==> config.mk <==
export PLATFORM = sky130hd
export DESIGN_NAME = regfile_wb_arbiter
export DESIGN_NICKNAME = d
export VERILOG_FILES = /design/src/rtl/regfile_pkg.sv /design/src/rtl/rr_arbiter2.sv /design/src/rtl/regfile_wb_arbiter.sv
export SDC_FILE = /design/constraint.sdc
export NUM_CORES = 1
export LEC_CHECK = 0
export CAP_MARGIN = 0
export CELL_PAD_IN_SITES_DETAIL_PLACEMENT = 0
export CELL_PAD_IN_SITES_GLOBAL_PLACEMENT = 1
export CORE_MARGIN = 1
export CORE_UTILIZATION = 25
export DETAILED_ROUTE_END_ITERATION = 16
export PLACE_DENSITY = 0.91
export SYNTH_ARGS = -nofsm -noshare
export SYNTH_HDL_FRONTEND = slang
export SYNTH_SLANG_ARGS = --single-unit
==> constraint.sdc <==
create_clock -name clk -period 3.89 [get_ports clk]
set_clock_uncertainty 0.05 [all_clocks]
set_input_delay 0.9725 -clock clk [delete_from_list [all_inputs] [get_ports clk]]
set_output_delay 0.9725 -clock clk [all_outputs]
set_load 0.005 [all_outputs]
==> src/rtl/regfile_pkg.sv <==
// Shared register-file constants and types for the lab CPU.
// Used by the register file, the CPU control and the write-back arbiter.
package regfile_pkg;
  localparam int DATA_W     = 16;
  localparam int REG_ADDR_W = 2;
  localparam int NUM_REGS   = 2 ** REG_ADDR_W;

  typedef logic [REG_ADDR_W-1:0] reg_addr_t;
  typedef logic [DATA_W-1:0]     reg_data_t;

  // last_grant = 1 means req1 was served last, so req0 wins the next tie.
  localparam logic LAST_GRANT_RST = 1'b1;
endpackage

==> src/rtl/rr_arbiter2.sv <==
// Two-way round-robin arbiter; last_grant advances only when a grant is taken.
module rr_arbiter2
  import regfile_pkg::*;
(
  input  logic       clk,
  input  logic       reset,
  input  logic [1:0] req,
  input  logic       update,
  output logic [1:0] grant
);

  logic last_grant;

  always_comb begin
    grant = 2'b00;
    if (req[0] && req[1])
      grant = last_grant ? 2'b01 : 2'b10;
    else
      grant = req;
  end

  always_ff @(posedge clk) begin
    if (reset)
      last_grant <= LAST_GRANT_RST;
    else if (update)
      last_grant <= grant[1];
  end

endmodule

==> src/rtl/regfile_wb_arbiter.sv <==
// Write-back arbiter for the register file's single write port, with a
// load-destination scoreboard that stalls decode on stale reads.
module regfile_wb_arbiter #(
  parameter int DATA_W     = regfile_pkg::DATA_W,
  parameter int REG_ADDR_W = regfile_pkg::REG_ADDR_W
) (
  input  logic                       clk,
  input  logic                       reset,
  input  logic                       req0_valid,
  output logic                       req0_ready,
  input  logic [REG_ADDR_W-1:0]      req0_addr,
  input  logic [DATA_W-1:0]          req0_data,
  input  logic                       req1_valid,
  output logic                       req1_ready,
  input  logic [REG_ADDR_W-1:0]      req1_addr,
  input  logic [DATA_W-1:0]          req1_data,
  input  logic                       pend_set,
  input  logic [REG_ADDR_W-1:0]      pend_addr,
  input  logic [REG_ADDR_W-1:0]      rs1_addr,
  input  logic [REG_ADDR_W-1:0]      rs2_addr,
  input  logic                       rs1_used,
  input  logic                       rs2_used,
  output logic                       stall,
  output logic [(2**REG_ADDR_W)-1:0] pending,
  output logic                       rf_reg_write,
  output logic [REG_ADDR_W-1:0]      rf_write_reg,
  output logic [DATA_W-1:0]          rf_write_data
);

  localparam int NUM_REGS = 2 ** REG_ADDR_W;

  logic [1:0]            grant;
  logic [1:0]            ready_p0;
  logic                  xfer_p0;
  logic [REG_ADDR_W-1:0] addr_p0;
  logic [DATA_W-1:0]     data_p0;

  logic                  vld_p1;
  logic [REG_ADDR_W-1:0] addr_p1;
  logic [DATA_W-1:0]     data_p1;

  logic [NUM_REGS-1:0]   pending_q;
  logic [NUM_REGS-1:0]   pending_d;

  rr_arbiter2 u_arb (
    .clk    (clk),
    .reset  (reset),
    .req    ({req1_valid, req0_valid}),
    .update (xfer_p0),
    .grant  (grant)
  );

  // p0: request selection; nothing is accepted while reset is held
  assign ready_p0   = reset ? 2'b00 : grant;
  assign xfer_p0    = |ready_p0;
  assign req0_ready = ready_p0[0];
  assign req1_ready = ready_p0[1];
  assign addr_p0    = ready_p0[1] ? req1_addr : req0_addr;
  assign data_p0    = ready_p0[1] ? req1_data : req0_data;

  // p1: registered register-file write port
  always_ff @(posedge clk) begin
    if (reset) begin
      vld_p1  <= 1'b0;
      addr_p1 <= '0;
      data_p1 <= '0;
    end else begin
      vld_p1 <= xfer_p0;
      if (xfer_p0) begin
        addr_p1 <= addr_p0;
        data_p1 <= data_p0;
      end
    end
  end

  assign rf_reg_write  = vld_p1;
  assign rf_write_reg  = addr_p1;
  assign rf_write_data = data_p1;

  // Clear on commit first, then set, so a same-edge set on the same bit wins.
  always_comb begin
    pending_d = pending_q;
    if (vld_p1)
      pending_d[addr_p1] = 1'b0;
    if (pend_set)
      pending_d[pend_addr] = 1'b1;
  end

  always_ff @(posedge clk) begin
    if (reset)
      pending_q <= '0;
    else
      pending_q <= pending_d;
  end

  assign pending = pending_q;
  assign stall   = (rs1_used && pending_q[rs1_addr]) ||
                   (rs2_used && pending_q[rs2_addr]);

endmodule

==> results of run 1 <==
[cells by family (layout without fill, tap and decap cells)]
group           Yosys count  count (layout)  synth area share
mux                       2               2            0.0443
compound gates           25              25             0.219
simple gates             36              36             0.229
buf+inv                   5              80            0.0345
flops                    24              24             0.473
[per-stage QoR]
stage / util / total power, mW / setup WS, ns
after global placement: 0.476 / 0.414 / 0.245
after floorplan: - / 0.320 / 1.19
after detailed placement: 0.476 / 0.419 / 0.204
final: 0.491 / 0.579 / 0.215
after global routing: 0.491 / 0.611 / 0.167
after CTS: 0.491 / 0.587 / 0.193
[critical path, stage by stage]
cell and delay [ns]:
clkdlybuf4s50_1 0.48, mux4_2 0.51, a22o_1 0.25, clkdlybuf4s50_1 0.44
[routing by layer]
metal	routed length (um)	track usage	share of wire
met1	1260	0.165	0.39
met2	1700	0.298	0.53
met3	228	0.0538	0.071
met4	8	0.0299	0.0025
met5	0	0	0
[cells in the mapped netlist]
| master | number | area [um2] |
|---|---|---|
| mux4_2 | 2 | 45.0 |
| nor3b_1 | 1 | 7.51 |
| a21oi_1 | 3 | 15.0 |
| nor2b_1 | 1 | 6.26 |
| nor3_2 | 1 | 10.0 |
| nand2_1 | 3 | 11.3 |
| nor2_1 | 4 | 15.0 |
| buf_4 | 2 | 15.0 |
| a22o_1 | 1 | 8.76 |
| dfxtp_1 | 24 | 480 |
| buf_6 | 1 | 11.3 |
| nand2b_1 | 1 | 6.26 |
| nand3_1 | 1 | 5.00 |
| clkbuf_1 | 1 | 3.75 |
| o21ai_0 | 2 | 10.0 |
| and3b_1 | 1 | 8.76 |
| or3b_2 | 1 | 8.76 |
| nand3b_1 | 3 | 22.5 |
| and2_1 | 18 | 113 |
| nor3b_4 | 1 | 18.8 |
| a32oi_1 | 1 | 8.76 |
| a221o_1 | 18 | 180 |
| buf_2 | 1 | 5.00 |
[power by group through the flow]
stage | Sequential (mW) | Clock (mW) | Combinational [mW]
after CTS | 0.277 | 0.173 | 0.137
after global routing | 0.280 | 0.185 | 0.146
after global placement | 0.281 | 0 | 0.133
after detailed placement | 0.282 | 0 | 0.137
final | 0.277 | 0.166 | 0.136
after floorplan | 0.282 | 0 | 0.0378
[placed cells by master (no fill, tap or decap), drive strengths merged]
cell type and instances:
nor2b 1, nand3b 3, nor3b 2, a221o 18, nand2 3, nor2 4, a21oi 3, and3b 1
nand2b 1, buf 2, o21ai 2, a32oi 1, and2 18, nand3 1, nor3 1, clkbuf 4
mux4 2, a22o 1, clkdlybuf4s50 74, dfxtp 24, or3b 1
[cell type report]
cell class	count	area (um2)	area share
multi-input cells	63	500	0.270
flip-flops and latches	24	480	0.259
well taps	48	60.1	0.0324
clock buffers	4	55.1	0.0297
repair buffers	76	756	0.408
[worst paths after layout]
check | slack, ns | end | from
max | 0.21 | stall | rs2_addr[1]
max reg2reg | 2.51 | rf_write_data[2] | u_arb.last_grant
min | 0.45 | pending[2] | pending[2]
min reg2reg | 0.45 | pending[2] | pending[2]
==> tab_implementation.tex, run 1 <==
\begin{tabular}{lr}
\hline
Metric & Value \\
\hline
\multicolumn{2}{l}{\textbf{Place}} \\
Count of buffers from port buffering & 74 \\
Placed Area & 1800 um2 \\
Placer Congestion & 0.651 \\
Placed wire-length estimate & 2440 um \\
Placed insts & 211 \\
\multicolumn{2}{l}{\textbf{Clocking}} \\
Number of gates resized after cts & 0 \\
CTS tree & yes \\
Clock transition at path regs & 0.08 ns \\
Clock Path Buffers & 2 \\
Hold\_buf cts & 0 \\
Number of levels the H-tree was split into & 1 \\
Number of post-CTS setup repair buffers & 0 \\
Skew-Pair Late Insertion Delay & 0.26 ns \\
Clock tree sinks & 24 \\
Root buf cell & clkbuf\_8 \\
Clock buffers created by TritonCTS & 3 \\
\multicolumn{2}{l}{\textbf{Layout}} \\
Non-Filler Cell Area, Final & 1850 um2 \\
Area grow syn2layout & 82.3\% \\
Share of final-layout standard cells stronger than drive strength 1 & 0.0659 \\
Final cell count without fillers & 215 \\
Number of nets in the finished design & 217 \\
Number of antenna cells inserted & 0 \\
FILL cells & 346 \\
Largest register FFs & 16 \\
\multicolumn{2}{l}{\textbf{Worst setup path}} \\
Crit path kind & in -> out \\
CP required & 2.87 ns \\
Count of cells along the worst register-to-register path & 4 \\
Biggest fanout along the worst timing path & 1 \\
Data arrival at the endpoint of the critical path & 2.65 ns \\
CP endpoint kind & primary output \\
Sort of element at the start of the critical path & primary input \\
\multicolumn{2}{l}{\textbf{Route}} \\
Post-detailed-route via-to-cell ratio & 4.92 \\
Number of DRC violations after detailed-routing iteration 0 & 48 \\
First-pass iteration count of the detailed router & 4 \\
Wire per inst & 14.9 um \\
Remaining routing DRC violations & 0 \\
Post-Route WL & 3200 um \\
Number of nets with antenna violations after detailed routing & 0 \\
Vias after detailed routing & 1058 \\
\multicolumn{2}{l}{\textbf{Global route}} \\
Antenna violations before repair & 0 \\
Vias in the first global route & 1154 \\
Wire length of the first global-routing pass & 5270 um \\
Largest net degree at the start of global routing & 19 \\
Remaining global-route overflow & 0 \\
Total global routing track utilization & 0.157 \\
\multicolumn{2}{l}{\textbf{Yosys}} \\
Avg Inst Size Synth & 11.0 um2 \\
Synth Register Bits & 24 \\
Count of distinct cell types in the synthesized netlist & 23 \\
Summed instance area of the synthesized netlist & 1020 um2 \\
Cells after Synth & 92 \\
Sequential-to-total area share from yosys stat & 0.473 \\
Post-synth net total & 141 \\
Syn. warnings & 0 \\
\multicolumn{2}{l}{\textbf{STA}} \\
Min cycle time layout & 3.68 ns \\
Hold slack & 0.449 ns \\
Transition time at the pin with the least slew margin & 0.889 ns \\
Share of the clock period used by the worst path after layout & 0.945 \\
Final Hold Violating Endpoints & 0 \\
Slew HR & 0.404 \\
Final total negative setup slack & 0 ns \\
Setup repair after global routing missed its margin & false \\
Max Slew Vio Count & 0 \\
Highest attainable clock frequency & 272 MHz \\
Final number of setup-violating endpoints & 0 \\
\multicolumn{2}{l}{\textbf{Power}} \\
Leakage component of the power & 0.695 nW \\
Portion of total power attributed to sequential cells & 0.478 \\
Logic gate share of total power & 0.235 \\
Switching power of the nets & 127 uW \\
Internal portion of total power & 452 uW \\
Clock network fraction of total power & 0.287 \\
Switch share & 0.219 \\
Power density of the placed cells & 313 nW/um2 \\
Max IR drop VDD & 0.211 mV \\
\multicolumn{2}{l}{\textbf{Floorplanning}} \\
Number of rows in the core area & 22 \\
Number of primary I/O pins & 75 \\
Initial core utilization & 0.269 \\
Chip Height & 65.8 um \\
Die area & 4320 um2 \\
Die X-Extent & 65.8 um \\
Floorplan Core Area & 3770 um2 \\
\multicolumn{2}{l}{\textbf{Worst hold path}} \\
Depth of the worst hold-timing path & 2 \\
Path class of the lowest-slack min-delay path & reg -> reg \\
\multicolumn{2}{l}{\textbf{Run}} \\
Number of maximum-capacitance constraint violations & 0 \\
\multicolumn{2}{l}{\textbf{Status}} \\
Status & finished clean \\
\hline
\end{tabular}
Note: power is estimated with default switching activity, not from simulation.
==> inputs of run 2 (changes only) <==
--- a/config.mk
+++ b/config.mk
@@ -9,9 +9,9 @@
 export CELL_PAD_IN_SITES_DETAIL_PLACEMENT = 0
 export CELL_PAD_IN_SITES_GLOBAL_PLACEMENT = 1
 export CORE_MARGIN = 1
-export CORE_UTILIZATION = 25
+export CORE_UTILIZATION = 24
 export DETAILED_ROUTE_END_ITERATION = 16
-export PLACE_DENSITY = 0.91
+export PLACE_DENSITY = 0.88
 export SYNTH_ARGS = -nofsm -noshare
 export SYNTH_HDL_FRONTEND = slang
 export SYNTH_SLANG_ARGS = --single-unit
==> constraint.sdc (replaced) <==
create_clock -name clk -period 3.44 [get_ports clk]
set_clock_uncertainty 0.05 [all_clocks]
set_input_delay 0.86 -clock clk [delete_from_list [all_inputs] [get_ports clk]]
set_output_delay 0.86 -clock clk [all_outputs]
set_load 0.005 [all_outputs]
==> run 2 against run 1 <==
- global-route usage is 0.48 points lower
- critical path depth stayed put
- final cell count is 1.9% higher
- utilization is 2.6 points lower
- worst hold slack worse by 0.0038 ns
- cell area is 1.1% higher
- first-iteration DRC count is 17% lower
- worst setup slack better by 0.037 ns
- clock power is 17% higher
- total power is 15% higher
- non-clock buffer count is 2 higher
- largest cell class unchanged
- largest power group unchanged
- highest routed layer unchanged
==> tab_implementation.tex, run 2 (synthesis results as in run 1) <==
\begin{tabular}{lr}
\hline
Metric & Value \\
\hline
\multicolumn{2}{l}{\textbf{Layout}} \\
Most common cell after layout, fill and taps aside & clkdlybuf4s50\_1 \\
Number of antenna cells inserted & 0 \\
Largest register FFs & 16 \\
Core occupancy in the finished layout & 0.465 \\
Commonest cells after routing, fill and taps aside & clkdlybuf4s50\_1 (73), dfxtp\_1 (24), and2\_1 (18), a221o\_1 (18) \\
Final cell count without fillers & 219 \\
Non-Filler Cell Area, Final & 1870 um2 \\
Area grow syn2layout & 84.2\% \\
Share of final-layout standard cells stronger than drive strength 1 & 0.0769 \\
Number of nets in the finished design & 219 \\
\multicolumn{2}{l}{\textbf{Floorplanning}} \\
Number of rows in the core area & 23 \\
Die X-Extent & 67.1 um \\
Number of primary I/O pins & 75 \\
Die area & 4500 um2 \\
Initial core utilization & 0.252 \\
Floorplan Core Area & 4030 um2 \\
Chip Height & 67.1 um \\
\multicolumn{2}{l}{\textbf{Route}} \\
First-pass iteration count of the detailed router & 4 \\
Wire per inst & 15.4 um \\
Post-Route WL & 3360 um \\
Number of nets with antenna violations after detailed routing & 0 \\
Remaining routing DRC violations & 0 \\
Number of DRC violations after detailed-routing iteration 0 & 40 \\
Post-detailed-route via-to-cell ratio & 4.91 \\
Vias after detailed routing & 1075 \\
\multicolumn{2}{l}{\textbf{Global route}} \\
Total global routing track utilization & 0.152 \\
Antenna violations before repair & 0 \\
Largest net degree at the start of global routing & 19 \\
Wire length of the first global-routing pass & 5090 um \\
Remaining global-route overflow & 0 \\
Vias in the first global route & 1060 \\
\multicolumn{2}{l}{\textbf{Clocking}} \\
Root buf cell & clkbuf\_8 \\
Clock Path Buffers & 2 \\
Skew-Pair Late Insertion Delay & 0.27 ns \\
Number of post-CTS setup repair buffers & 0 \\
Clock buffers created by TritonCTS & 3 \\
Clock tree sinks & 24 \\
CTS tree & yes \\
Clock transition at path regs & 0.08 ns \\
Number of levels the H-tree was split into & 1 \\
\multicolumn{2}{l}{\textbf{Place}} \\
Placer Congestion & 0.715 \\
Count of buffers from port buffering & 74 \\
Placed Area & 1810 um2 \\
Placed wire-length estimate & 2540 um \\
Worst-case setup slack after placement & 0.0315 ns \\
Placed insts & 215 \\
\multicolumn{2}{l}{\textbf{Power}} \\
Leakage component of the power & 0.722 nW \\
Max IR drop VDD & 0.132 mV \\
Power density of the placed cells & 354 nW/um2 \\
Total Power & 663 uW \\
\multicolumn{2}{l}{\textbf{Worst setup path}} \\
CP required & 2.53 ns \\
Biggest fanout along the worst timing path & 5 \\
Crit path kind & in -> out \\
CP endpoint kind & primary output \\
Data arrival at the endpoint of the critical path & 2.28 ns \\
Sort of element at the start of the critical path & primary input \\
\multicolumn{2}{l}{\textbf{STA}} \\
Min cycle time layout & 3.19 ns \\
Share of the clock period used by the worst path after layout & 0.927 \\
Final number of setup-violating endpoints & 0 \\
Transition time at the pin with the least slew margin & 0.406 ns \\
Slew HR & 0.728 \\
Highest attainable clock frequency & 314 MHz \\
Max Slew Vio Count & 0 \\
Hold slack & 0.445 ns \\
Min setup slack post-route & 0.251 ns \\
Final Hold Violating Endpoints & 0 \\
Final total negative setup slack & 0 ns \\
Setup repair after global routing missed its margin & false \\
\multicolumn{2}{l}{\textbf{Worst hold path}} \\
Path class of the lowest-slack min-delay path & reg -> reg \\
\multicolumn{2}{l}{\textbf{Status}} \\
Status & finished clean \\
\multicolumn{2}{l}{\textbf{Run}} \\
Number of maximum-capacitance constraint violations & 0 \\
\hline
\end{tabular}
[run 2: cell types whose count changed in the layout (fill, tap and decap cells not counted), sizes merged]
| cell | before | now |
|---|---|---|
| buf | 2 | 4 |
| dlymetal6s2s | 0 | 1 |
| clkdlybuf4s50 | 74 | 73 |
[run 2: layer usage]
metal  up-vias  track usage  wire [um]
li1        505            -          -
met1       522        0.168       1310
met2        44        0.289       1790
met3         4       0.0257        229
met4         0       0.0479         27
met5         -            0          0
[run 2: worst paths after layout]
path | startpoint | end | slack, ns | depth (start not counted)
worst max-delay path | req1_valid | req0_ready | 0.25 | 4
worst min-delay path | pending[2] | pending[2] | 0.44 | 2
worst max register to register | u_arb.last_grant | rf_write_data[3] | 2.09 | 4
worst min register to register | pending[2] | pending[2] | 0.44 | 2
[run 2: layout make-up]
class                           instances  area [um2]
Sequential cell                        24         480
Multi-Input combinational cell         63         500
Timing Repair Buffer                   78         773
Tap cell                               50        62.6
Fill cell                             408        2160
Clock buffer                            4        55.1
[run 2: where the power goes]
part	switching [mW]	leakage, nW	internal, mW
combinational	0.0439	0.495	0.111
sequential	0.0136	0.199	0.299
clock	0.0932	0.0288	0.102
[run 2: critical path, cell delays in order]
cell and delay, ns:
clkdlybuf4s50_1 0.49, nor2b_1 0.19, nor3b_4 0.18, clkdlybuf4s50_1 0.55
[run 2: what timing repair did]
item                                   4_1_cts  5_1_grt
hold buffers                                 0        0
setup endpoints to repair                    0        1
endpoints found under the hold margin        0        0
gates resized for setup                      0        1
